==> src/rtl/change_dispenser_pkg.sv <==
// Shared vending types: coin values, refill select encoding, payout FSM states.
// Used by change_dispenser and its interface.
package vend_pkg;

    localparam logic [6:0] COIN_Q     = 7'd25;
    localparam logic [6:0] COIN_D     = 7'd10;
    localparam logic [6:0] COIN_N     = 7'd5;
    localparam logic [6:0] MAX_CHANGE = 7'd100;

    typedef enum logic [1:0] {
        SEL_Q    = 2'b00,
        SEL_D    = 2'b01,
        SEL_N    = 2'b10,
        SEL_NONE = 2'b11
    } refill_sel_e;

    typedef enum logic [2:0] {
        ST_IDLE,
        ST_SELECT,
        ST_PULSE,
        ST_GAP,
        ST_FINISH
    } state_e;

    // Add with 5-bit headroom, then clip to the inventory limit.
    function automatic logic [3:0] sat_add(
        input logic [3:0] a,
        input logic [3:0] b,
        input logic [3:0] lim
    );
        logic [4:0] s;
        s = {1'b0, a} + {1'b0, b};
        return (s > {1'b0, lim}) ? lim : s[3:0];
    endfunction

endpackage

==> src/rtl/change_dispenser_if.sv <==
// Request / eject / refill / inventory bundle of change_dispenser.
// Carries the tally signals only when CHANGE_TALLY_EN is defined.
interface change_dispenser_if;

    logic       chg_valid;
    logic [6:0] chg_amount;
    logic       chg_ready;
    logic       eject_q;
    logic       eject_d;
    logic       eject_n;
    logic       busy;
    logic       done;
    logic [6:0] shortfall;
    logic       short_err;
    logic       refill_valid;
    logic [1:0] refill_sel;
    logic [3:0] refill_qty;
    logic [3:0] inv_q;
    logic [3:0] inv_d;
    logic [3:0] inv_n;
`ifdef CHANGE_TALLY_EN
    logic       tally_clr;
    logic [7:0] tally_q;
    logic [7:0] tally_d;
    logic [7:0] tally_n;

    modport master (
        output chg_valid, chg_amount, refill_valid, refill_sel, refill_qty,
        output tally_clr,
        input  chg_ready, eject_q, eject_d, eject_n, busy, done,
        input  shortfall, short_err, inv_q, inv_d, inv_n,
        input  tally_q, tally_d, tally_n
    );

    modport slave (
        input  chg_valid, chg_amount, refill_valid, refill_sel, refill_qty,
        input  tally_clr,
        output chg_ready, eject_q, eject_d, eject_n, busy, done,
        output shortfall, short_err, inv_q, inv_d, inv_n,
        output tally_q, tally_d, tally_n
    );
`else
    modport master (
        output chg_valid, chg_amount, refill_valid, refill_sel, refill_qty,
        input  chg_ready, eject_q, eject_d, eject_n, busy, done,
        input  shortfall, short_err, inv_q, inv_d, inv_n
    );

    modport slave (
        input  chg_valid, chg_amount, refill_valid, refill_sel, refill_qty,
        output chg_ready, eject_q, eject_d, eject_n, busy, done,
        output shortfall, short_err, inv_q, inv_d, inv_n
    );
`endif

endinterface

==> src/rtl/change_dispenser_timer.sv <==
// pulse_timer: loadable down-counter, active while its count is nonzero.
// Times both the eject pulse and the inter-coin gap.
module pulse_timer #(
    parameter int W = 8
) (
    input  logic         clock,
    input  logic         rst_n,
    input  logic         i_load,
    input  logic [W-1:0] i_value,
    output logic         o_active
);

    logic [W-1:0] r_count;

    // Load overrides; otherwise count down to zero and hold.
    always_ff @(posedge clock or negedge rst_n) begin
        if (!rst_n) begin
            r_count <= '0;
        end else if (i_load) begin
            r_count <= i_value;
        end else if (r_count != '0) begin
            r_count <= r_count - 1'b1;
        end
    end

    assign o_active = (r_count != '0);

endmodule

==> src/rtl/change_dispenser.sv <==
// Greedy coin payout (Q, D, N) with per-denomination inventory and refill.
// Optional per-coin tally counters under CHANGE_TALLY_EN.
module change_dispenser
    import vend_pkg::*;
#(
    parameter int PULSE_CYCLES = 4,
    parameter int GAP_CYCLES   = 2,
    parameter int MAX_COINS    = 15,
    parameter int INIT_Q       = 4,
    parameter int INIT_D       = 5,
    parameter int INIT_N       = 6
) (
    input logic              clock,
    input logic              rst_n,
    change_dispenser_if.slave bus
);

    // Timer is loaded with N-1 so the phase lasts N cycles (count N-1 .. 0).
    localparam logic [7:0] PULSE_LD = 8'(PULSE_CYCLES - 1);
    localparam logic [7:0] GAP_LD   = 8'(GAP_CYCLES - 1);
    localparam logic [3:0] INV_MAX  = 4'(MAX_COINS);

    state_e     r_state;
    logic [6:0] r_rem;
    logic [3:0] r_inv_q;
    logic [3:0] r_inv_d;
    logic [3:0] r_inv_n;
    logic       r_eject_q;
    logic       r_eject_d;
    logic       r_eject_n;
    logic       r_busy;
    logic       r_done;
    logic       r_ready;
    logic [6:0] r_shortfall;
    logic       r_short_err;

    logic       w_accept;
    logic       w_pick_q;
    logic       w_pick_d;
    logic       w_pick_n;
    logic       w_pick;
    logic       w_active;
    logic       w_load;
    logic [7:0] w_value;

    assign w_accept = (r_state == ST_IDLE) && bus.chg_valid;

    assign w_pick_q = (r_rem >= COIN_Q) && (r_inv_q != 4'd0);
    assign w_pick_d = !w_pick_q && (r_rem >= COIN_D) && (r_inv_d != 4'd0);
    assign w_pick_n = !w_pick_q && !w_pick_d
                      && (r_rem >= COIN_N) && (r_inv_n != 4'd0);
    assign w_pick   = w_pick_q || w_pick_d || w_pick_n;

    assign w_load  = ((r_state == ST_SELECT) && w_pick)
                     || ((r_state == ST_PULSE) && !w_active);
    assign w_value = (r_state == ST_SELECT) ? PULSE_LD : GAP_LD;

    pulse_timer #(.W(8)) u_timer (
        .clock    (clock),
        .rst_n    (rst_n),
        .i_load   (w_load),
        .i_value  (w_value),
        .o_active (w_active)
    );

    // Payout FSM with registered outputs, inventory and refill handling.
    always_ff @(posedge clock or negedge rst_n) begin
        if (!rst_n) begin
            r_state     <= ST_IDLE;
            r_rem       <= 7'd0;
            r_inv_q     <= 4'(INIT_Q);
            r_inv_d     <= 4'(INIT_D);
            r_inv_n     <= 4'(INIT_N);
            r_eject_q   <= 1'b0;
            r_eject_d   <= 1'b0;
            r_eject_n   <= 1'b0;
            r_busy      <= 1'b0;
            r_done      <= 1'b0;
            r_ready     <= 1'b1;
            r_shortfall <= 7'd0;
            r_short_err <= 1'b0;
        end else begin
            r_done <= 1'b0;
            unique case (r_state)
                ST_IDLE: begin
                    if (w_accept) begin
                        r_rem       <= (bus.chg_amount > MAX_CHANGE)
                                       ? MAX_CHANGE : bus.chg_amount;
                        r_shortfall <= 7'd0;
                        r_short_err <= 1'b0;
                        r_ready     <= 1'b0;
                        r_busy      <= 1'b1;
                        r_state     <= ST_SELECT;
                    end else if (bus.refill_valid) begin
                        unique case (refill_sel_e'(bus.refill_sel))
                            SEL_Q:    r_inv_q <= sat_add(r_inv_q, bus.refill_qty, INV_MAX);
                            SEL_D:    r_inv_d <= sat_add(r_inv_d, bus.refill_qty, INV_MAX);
                            SEL_N:    r_inv_n <= sat_add(r_inv_n, bus.refill_qty, INV_MAX);
                            SEL_NONE: ;
                            default:  ;
                        endcase
                    end
                end
                ST_SELECT: begin
                    unique case (1'b1)
                        w_pick_q: begin
                            r_inv_q   <= r_inv_q - 4'd1;
                            r_rem     <= r_rem - COIN_Q;
                            r_eject_q <= 1'b1;
                            r_state   <= ST_PULSE;
                        end
                        w_pick_d: begin
                            r_inv_d   <= r_inv_d - 4'd1;
                            r_rem     <= r_rem - COIN_D;
                            r_eject_d <= 1'b1;
                            r_state   <= ST_PULSE;
                        end
                        w_pick_n: begin
                            r_inv_n   <= r_inv_n - 4'd1;
                            r_rem     <= r_rem - COIN_N;
                            r_eject_n <= 1'b1;
                            r_state   <= ST_PULSE;
                        end
                        default: begin
                            r_shortfall <= r_rem;
                            r_short_err <= (r_rem >= COIN_N);
                            r_done      <= 1'b1;
                            r_state     <= ST_FINISH;
                        end
                    endcase
                end
                ST_PULSE: begin
                    if (!w_active) begin
                        r_eject_q <= 1'b0;
                        r_eject_d <= 1'b0;
                        r_eject_n <= 1'b0;
                        r_state   <= ST_GAP;
                    end
                end
                ST_GAP: begin
                    if (!w_active) begin
                        r_state <= ST_SELECT;
                    end
                end
                ST_FINISH: begin
                    r_busy  <= 1'b0;
                    r_ready <= 1'b1;
                    r_state <= ST_IDLE;
                end
                default: r_state <= ST_IDLE;
            endcase
        end
    end

`ifdef CHANGE_TALLY_EN
    logic [7:0] r_tally_q;
    logic [7:0] r_tally_d;
    logic [7:0] r_tally_n;
    logic       w_sel;

    assign w_sel = (r_state == ST_SELECT);

    // Saturating count of coins chosen since reset; clear has priority.
    always_ff @(posedge clock or negedge rst_n) begin
        if (!rst_n) begin
            r_tally_q <= 8'd0;
            r_tally_d <= 8'd0;
            r_tally_n <= 8'd0;
        end else if (bus.tally_clr) begin
            r_tally_q <= 8'd0;
            r_tally_d <= 8'd0;
            r_tally_n <= 8'd0;
        end else begin
            if (w_sel && w_pick_q && r_tally_q != 8'hFF) r_tally_q <= r_tally_q + 8'd1;
            if (w_sel && w_pick_d && r_tally_d != 8'hFF) r_tally_d <= r_tally_d + 8'd1;
            if (w_sel && w_pick_n && r_tally_n != 8'hFF) r_tally_n <= r_tally_n + 8'd1;
        end
    end

    assign bus.tally_q = r_tally_q;
    assign bus.tally_d = r_tally_d;
    assign bus.tally_n = r_tally_n;
`endif

    assign bus.chg_ready = r_ready;
    assign bus.eject_q   = r_eject_q;
    assign bus.eject_d   = r_eject_d;
    assign bus.eject_n   = r_eject_n;
    assign bus.busy      = r_busy;
    assign bus.done      = r_done;
    assign bus.shortfall = r_shortfall;
    assign bus.short_err = r_short_err;
    assign bus.inv_q     = r_inv_q;
    assign bus.inv_d     = r_inv_d;
    assign bus.inv_n     = r_inv_n;

endmodule

==> src/flat_wrapper.sv <==
// flat-port wrapper written by rule: the top's interface ports become plain ports
module change_dispenser_flat import vend_pkg::*;
#(
    parameter int PULSE_CYCLES = 4,
    parameter int GAP_CYCLES   = 2,
    parameter int MAX_COINS    = 15,
    parameter int INIT_Q       = 4,
    parameter int INIT_D       = 5,
    parameter int INIT_N       = 6
)
  (clock, rst_n, bus_chg_valid, bus_chg_amount, bus_refill_valid, bus_refill_sel, bus_refill_qty, bus_chg_ready, bus_eject_q, bus_eject_d, bus_eject_n, bus_busy, bus_done, bus_shortfall, bus_short_err, bus_inv_q, bus_inv_d, bus_inv_n);
  change_dispenser_if bus_i ();
  input logic clock;
  input logic rst_n;
  input wire logic [$bits(bus_i.chg_valid)-1:0] bus_chg_valid;
  input wire logic [$bits(bus_i.chg_amount)-1:0] bus_chg_amount;
  input wire logic [$bits(bus_i.refill_valid)-1:0] bus_refill_valid;
  input wire logic [$bits(bus_i.refill_sel)-1:0] bus_refill_sel;
  input wire logic [$bits(bus_i.refill_qty)-1:0] bus_refill_qty;
  output wire logic [$bits(bus_i.chg_ready)-1:0] bus_chg_ready;
  output wire logic [$bits(bus_i.eject_q)-1:0] bus_eject_q;
  output wire logic [$bits(bus_i.eject_d)-1:0] bus_eject_d;
  output wire logic [$bits(bus_i.eject_n)-1:0] bus_eject_n;
  output wire logic [$bits(bus_i.busy)-1:0] bus_busy;
  output wire logic [$bits(bus_i.done)-1:0] bus_done;
  output wire logic [$bits(bus_i.shortfall)-1:0] bus_shortfall;
  output wire logic [$bits(bus_i.short_err)-1:0] bus_short_err;
  output wire logic [$bits(bus_i.inv_q)-1:0] bus_inv_q;
  output wire logic [$bits(bus_i.inv_d)-1:0] bus_inv_d;
  output wire logic [$bits(bus_i.inv_n)-1:0] bus_inv_n;
  assign bus_i.chg_valid = bus_chg_valid;
  assign bus_i.chg_amount = bus_chg_amount;
  assign bus_i.refill_valid = bus_refill_valid;
  assign bus_i.refill_sel = bus_refill_sel;
  assign bus_i.refill_qty = bus_refill_qty;
  assign bus_chg_ready = bus_i.chg_ready;
  assign bus_eject_q = bus_i.eject_q;
  assign bus_eject_d = bus_i.eject_d;
  assign bus_eject_n = bus_i.eject_n;
  assign bus_busy = bus_i.busy;
  assign bus_done = bus_i.done;
  assign bus_shortfall = bus_i.shortfall;
  assign bus_short_err = bus_i.short_err;
  assign bus_inv_q = bus_i.inv_q;
  assign bus_inv_d = bus_i.inv_d;
  assign bus_inv_n = bus_i.inv_n;
  change_dispenser #(.PULSE_CYCLES(PULSE_CYCLES), .GAP_CYCLES(GAP_CYCLES), .MAX_COINS(MAX_COINS), .INIT_Q(INIT_Q), .INIT_D(INIT_D), .INIT_N(INIT_N)) u_core (.clock(clock), .rst_n(rst_n), .bus(bus_i));
endmodule
==> config.mk <==
export PLATFORM = sky130hd
export DESIGN_NAME = change_dispenser_flat
export DESIGN_NICKNAME = d
export VERILOG_FILES = /design/src/rtl/change_dispenser_pkg.sv /design/src/rtl/change_dispenser_if.sv /design/src/rtl/change_dispenser_timer.sv /design/src/rtl/change_dispenser.sv /design/src/flat_wrapper.sv
export SDC_FILE = /design/constraint.sdc
export NUM_CORES = 1
export LEC_CHECK = 0
export BUFFER_PORTS_ARGS = -buffer_cell sky130_fd_sc_hd__buf_2
export CAP_MARGIN = 20
export CORE_MARGIN = 2
export CORE_UTILIZATION = 35
export CTS_CLUSTER_SIZE = 30
export DETAILED_ROUTE_END_ITERATION = 12
export MAX_ROUTING_LAYER = met4
export RECOVER_POWER = 100
export SLEW_MARGIN = 15
export SYNTH_ARGS = -nofsm -noshare
export SYNTH_HDL_FRONTEND = slang
export SYNTH_SLANG_ARGS = --single-unit
==> constraint.sdc <==
create_clock -name clock -period 5.1 [get_ports clock]
set_input_delay 1.02 -clock clock [delete_from_list [all_inputs] [get_ports clock]]
set_output_delay 1.02 -clock clock [all_outputs]
set_load 0.01 [all_outputs]
### Yosys cells after proc, flatten, opt, wreduce, memory -nomap -nowiden

Cells that the tools add are included.

* flip-flop bits (word level): 44

* add/subtract/negate cells: 10
* magnitude comparators: 7
* equality and inequality tests: 19
* multiplexer cells: 48
* reduce and logical (&&, ||, !) cells: 36

Operator list (count)
* 4-bit two-way mux: 15
* 7-bit two-way mux: 4
* 7-bit case mux with 2 select lines: 2
* 4-bit case mux with 2 select lines: 3
* 7-bit case mux with 3 select lines: 1
* 3-bit AND reduction: 6
* 8-bit two-way mux: 2
* 2-bit != test, second input constant: 8
* 4-bit by 4-bit adder with 5-bit output: 3
* 5-bit by 4-bit greater-than comparator with 1-bit output, second input constant: 3
* 5-bit AND reduction: 3
* 3-bit two-way mux: 4
* 1-bit case mux with 2 select lines: 6
* 3-bit case mux with 4 select lines: 1
* 4-bit nonzero test: 3
* 4-bit by 1-bit subtractor with 4-bit output, second input constant: 3
* 1-bit logical AND: 9
* 1-bit two-way mux: 9
* 2-bit by 1-bit != test with 1-bit output, second input constant: 4
* 2-bit nonzero test: 4
* 8-bit nonzero test: 1
* 8-bit by 1-bit subtractor with 8-bit output, second input constant: 1
* 7-bit by 3-bit greater-or-equal comparator with 1-bit output, second input constant: 1
* 7-bit by 4-bit greater-or-equal comparator with 1-bit output, second input constant: 1
* other kinds (18): 23

### Longest topological paths before layout

* word-level depth: 13
* gate-level depth with buffers: 10

### Modules after synthesis

A second synthesis with hierarchy kept.

* cell total of the unflattened synthesis: 371
* area, all modules: 3315.7 um2

By module, submodules not included
* change_dispenser: times used 1, cells an instance 316, area an instance 2825.2 um2, seq. area each 908.4 um2
* pulse_timer: times used 1, cells an instance 55, area an instance 490.5 um2, seq. area each 200.2 um2

### Worst setup path after synthesis

Ideal clock, no wire load.

* path kind: register to register
* start: register u_core.r_rem[1]
* end: register u_core.r_rem[2]
* arrival: 2.301 ns
* required time: 4.972 ns
* slack: 2.671 ns
* cell stages (with the launch flop): 10
* clock period less this slack: 2.429 ns
* cell sequence: dfrtp_1 -> inv_1 -> ha_1 -> a2111o_1 -> o21ai_4 -> o21ai_4 -> o21ai_4 -> and2_1 -> buf_4 -> mux2_1

* longest elaborated chain between the ends: 11

RTL lines
* from (decl): RTL line change_dispenser.sv:24 `logic [6:0] r_rem;`
* from (signal assigned): RTL line change_dispenser.sv:87 `r_rem <= (bus.chg_amount > MAX_CHANGE)`
* from (signal assigned): RTL line change_dispenser.sv:108 `r_rem <= r_rem - COIN_Q;`
* from (signal assigned): RTL line change_dispenser.sv:114 `r_rem <= r_rem - COIN_D;`
* 7-bit by 5-bit greater-or-equal comparator with 1-bit output: RTL line change_dispenser.sv:48 `assign w_pick_q = (r_rem >= COIN_Q) && (r_inv_q != 4'd0);`
* 1-bit logical AND: RTL line change_dispenser.sv:48
* 1-bit logical NOT: RTL line change_dispenser.sv:49, change_dispenser.sv:50
* 1-bit logical AND (2 in series): RTL line change_dispenser.sv:49 `assign w_pick_d = !w_pick_q && (r_rem >= COIN_D) && (r_inv_d != 4'd0);`
* 1-bit logical NOT: RTL line change_dispenser.sv:50 `assign w_pick_n = !w_pick_q && !w_pick_d`
* 1-bit logical AND: RTL line change_dispenser.sv:50
* 1-bit logical AND (2 in series): RTL line change_dispenser.sv:51 `&& (r_rem >= COIN_N) && (r_inv_n != 4'd0);`
* 7-bit case mux with 3 select lines / 4-bit by 1-bit != test with 1-bit output (equally long branches)
* 7-bit case mux with 2 select lines / 3-bit AND reduction (equally long branches)

Parallel ways exist; a longest one is shown, timed or not.
A chain may end at the register's enable or synchronous reset.

### Final worst setup path

* start: register u_core.r_state[0]
* end: register u_core.r_rem[0]

* longest elaborated chain between the ends: 4

RTL lines
* from (decl): RTL line change_dispenser.sv:23 `state_e r_state;`
* from (signal assigned): RTL line change_dispenser.sv:69 `r_state <= ST_IDLE;`
* from (signal assigned): RTL line change_dispenser.sv:93 `r_state <= ST_SELECT;`
* from (signal assigned): RTL line change_dispenser.sv:110 `r_state <= ST_PULSE;`
* 3-bit logical NOT: RTL line change_dispenser.sv:46, change_dispenser.sv:84
* 1-bit logical AND: RTL line change_dispenser.sv:46 `assign w_accept = (r_state == ST_IDLE) && bus.chg_valid;`
* 2-bit by 1-bit != test with 1-bit output (no line)
* 3-bit AND reduction (no line)

Parallel ways exist; a longest one is shown, timed or not.

==> impl_results.md <==
* Status: finished with violations
* Failing checks: max-capacitance violations, max-slew violations
* CP max stage delay at 1460 ps
* Clock Pin Slew Worst Setup and Hold Paths at 90 ps
* Synthesis-to-layout area growth at 10.12%
* Post-synth top area share at 28.81%
* Clk_lat worst skew at 310 ps
* Worst Skew at 6.454 ps
* Die area at 10220 um^2
* Startpoint type of the worst setup path: flop
* Most frequent cell after synthesis: dfrtp_1
* Max Buffers Root-to-Sink at 2
* Synth Register Bits at 44
* Die Y-Extent at 101.1 um
* Fin nets at 454
* Total track usage at 18.59%
* Reg power frac at 31.4%
* Multi-input logic area at 1984 um^2
* CTS tree: built
* DR iter-0 viols at 173
* Die W at 101.1 um
* Total core area at 9196 um^2
* NetSw at 1.141 mW
* Fin crit period at 3573 ps
* Post-synth top cells: dfrtp_1 (38), nor2_1 (35), a21oi_1 (30)
* Synth Flop Type: dfrtp_1
* Fin. max-slew vios at 45
* # Post-CTS Setup Buffers at 0
* First-pass GRT wire length at 14.86 mm
* H-tree levels at 2
* Period utilization at 70.05%
* Comb power frac at 56.2%
* Crit end category: flop
* Cell Rows at 35
* Syn Std Cell Area at 3301 um^2
* CP max-delay cell: nor3_1
* Int Pwr at 1.159 mW
* Routability congestion estimate at 0.9361
* Power per Cell Area at 632.7 nW/um^2
* DRT Pass-1 Iters at 4
* Ratio of cells with drive above 1 in the final layout at 8.759%
* Crit path launch: u_core.r_state[0]$_DFFE_PN0P_
* Register area at 1109 um^2
* Pin count of the biggest net entering global routing at 45
* Leakage power at 1.620 nW
* Seq/Total Area, Yosys at 33.59%
* Unrepaired setup endpoints after global routing: false
* Clk pwr share at 12.3%
* Slew @ Worst Pin at 1881 ps
* Post-CTS resize count at 0
* WL/cell at 16.98 um
* Switching share of power at 49.60%
* Final HPWL DP at 6.500 mm
* Critical path, cell by cell: inv_1 > nor3_1 > o21ai_4 > and2_0 > o32a_1
* Clock sink count at 44
* Total gr overflow at 0
* Antenna cells at 0
* FMAX at 279.9 MHz
* VDD IR max at 0.2348 mV
* Distinct cell type count after synthesis at 62
* Total Wirelength at 8.861 mm
* Async S/R FF share, synth at 100.0%
* Initial core utilization at 35.89%
* DRC at 0
* IO Pins at 43
* Total CTS buffers at 5
* Initial antenna violation count at 0
* Vias in the first global route at 2875
* Synth area leader: dfrtp_1
* IO buf count at 42
* Hold violation count in the final report at 0
* Relative slew slack at -26.33%
* Syn avg cell area at 8.825 um^2
* Yosys warns at 0
* Max-Cap Viols at 2
* Hold path startpoint: u_core.r_state[2]$_DFFE_PN0P_
* Worst hold path class: flop to flop
* Setup TNS Final at 0 ps
* Fillers at 952
* Via/cell ratio at 5.584
* Post-Synthesis Cells at 374
* Crit Path Category: flop to flop
* Final WS setup at 1527 ps
* Crit Path Max Fanout at 16
* R2R Path Start: u_core.r_state[0]$_DFFE_PN0P_
* Final ANT Viol Nets at 0
* Setup violations, final at 0
* Place WS at 2135 ps
* Hold-fix buffers, CTS at 0
* Root Driver: clkbuf_8
* Via count at 2915
* Post-synth EDFFs at 0
* Req. time, crit path at 5290 ps
* Arrival @ worst endpoint at 3770 ps
* Syn nets at 418
* Synth area leaders: dfrtp_1 (29%), ha_1 (9.1%), dfstp_2 (4.8%), a21oi_1 (4.5%), nor2_1 (4.0%)
==> layer usage <==
layer	track usage, %	up-vias	routed length [um]
met4	4.782	0	111
met2	29.04	96	4112
li1	-	1428	-
met3	2.427	11	431
met5	-	-	0
met1	25.52	1380	4205
==> registers in the layout, indices dropped and copies added (netlist names) <==
name,flops
u_core.u_timer.r_count,8
u_core.bus.shortfall,7
u_core.r_rem,7
u_core.bus.inv_d,4
u_core.bus.inv_n,4
u_core.bus.inv_q,4
u_core.r_state,3
u_core.bus.busy,1
u_core.bus.chg_ready,1
u_core.bus.done,1
u_core.bus.eject_d,1
u_core.bus.eject_n,1
u_core.bus.eject_q,1
u_core.bus.short_err,1
==> cells by family (layout without fill, tap and decap cells) <==
kind of cell             Yosys count  after routing  share of synthesized area, %
adder cells (fa/ha/maj)           27             27                         10.92
XOR/XNOR                          16             16                         4.246
multiplexers                      11             11                         3.980
AND/OR/NAND/NOR                  124            124                         19.52
AO/OA/AOI/OAI                    111            111                         22.75
flip-flops                        44             44                         33.59
buffers and inverters             41             78                         5.003
==> layout make-up <==
type	instances	share of cell area [%]
Clock buffer	5	1.893
Clock inverter	3	1.274
Inverter	26	2.685
Multi-Input combinational cell	289	54.60
Sequential cell	44	30.50
Tap cell	111	3.821
Timing Repair Buffer	44	5.232
==> metrics by stage <==
stage / hold slack [ps] / cells / cell area, um^2 / total power, mW / utilization (%)
global route: 518.8 / 522 / 3635 / 2.524 / 39.52
finish: 491.5 / 522 / 3635 / 2.300 / 39.52
CTS: 502.6 / 521 / 3705 / 2.345 / 40.29
detailed placement: 481.6 / 513 / 3590 / 2.047 / 39.03
floorplan: 463.6 / 374 / 3301 / 1.689 / -
global placement: 474.8 / 513 / 3590 / 2.024 / 39.03
==> cell usage in the layout (no fill, tap or decap), types with 3 or more instances in the layout <==
cell,netlist,layout
a211oi_1,3,3
a21bo_2,3,3
a21o_1,5,5
a21oi_1,30,30
a31oi_1,7,7
and2_0,0,3
and3_1,3,3
buf_2,3,20
clkbuf_1,9,24
clkbuf_8,0,5
dfrtp_1,38,38
dfstp_1,0,5
fa_1,3,3
ha_1,24,24
inv_1,26,26
mux2_1,1,5
mux2i_1,6,6
nand2_1,22,22
nand2b_1,5,5
nand3_1,14,14
nand4_1,5,5
nor2_1,35,35
nor2b_1,5,5
nor3_1,10,12
nor3b_1,4,4
nor4_1,3,3
o21ai_0,24,27
o31ai_1,4,4
xnor2_1,5,5
xor2_1,11,11
==> critical path, delay by kind of cell, from the launching register on <==
kind | cells | cell delay, ps
and+or+nand+nor | 2 | 1890
DFF | 1 | 660
AOI/OAI and AO/OA | 2 | 660
buffers and inverters | 1 | 250
==> worst paths after layout <==
check / cells after the start / slack [ps] / to
hold reg to reg: 1 / 490 / u_core.r_state[0]$_DFFE_PN0P_
setup reg to reg: 5 / 1530 / u_core.r_rem[0]$_DFFE_PN0P_
setup / recovery: 5 / 1530 / u_core.r_rem[0]$_DFFE_PN0P_
hold / removal: 1 / 490 / u_core.r_state[0]$_DFFE_PN0P_
min in group asynchronous: 1 / 820 / u_core.bus.inv_n[3]$_DFFE_PN0P_
max in group asynchronous: 2 / 2340 / u_core.bus.eject_q$_DFFE_PN0P_
==> power groups by stage <==
stage               registers [mW]  clock network [mW]  logic [mW]
floorplan                    0.667                   0        1.02
global placement             0.728                   0        1.30
detailed placement           0.731                   0        1.32
CTS                          0.728               0.291        1.33
global route                 0.753               0.306        1.46
finish                       0.723               0.284        1.29
(Power assumes the default switching activity.)
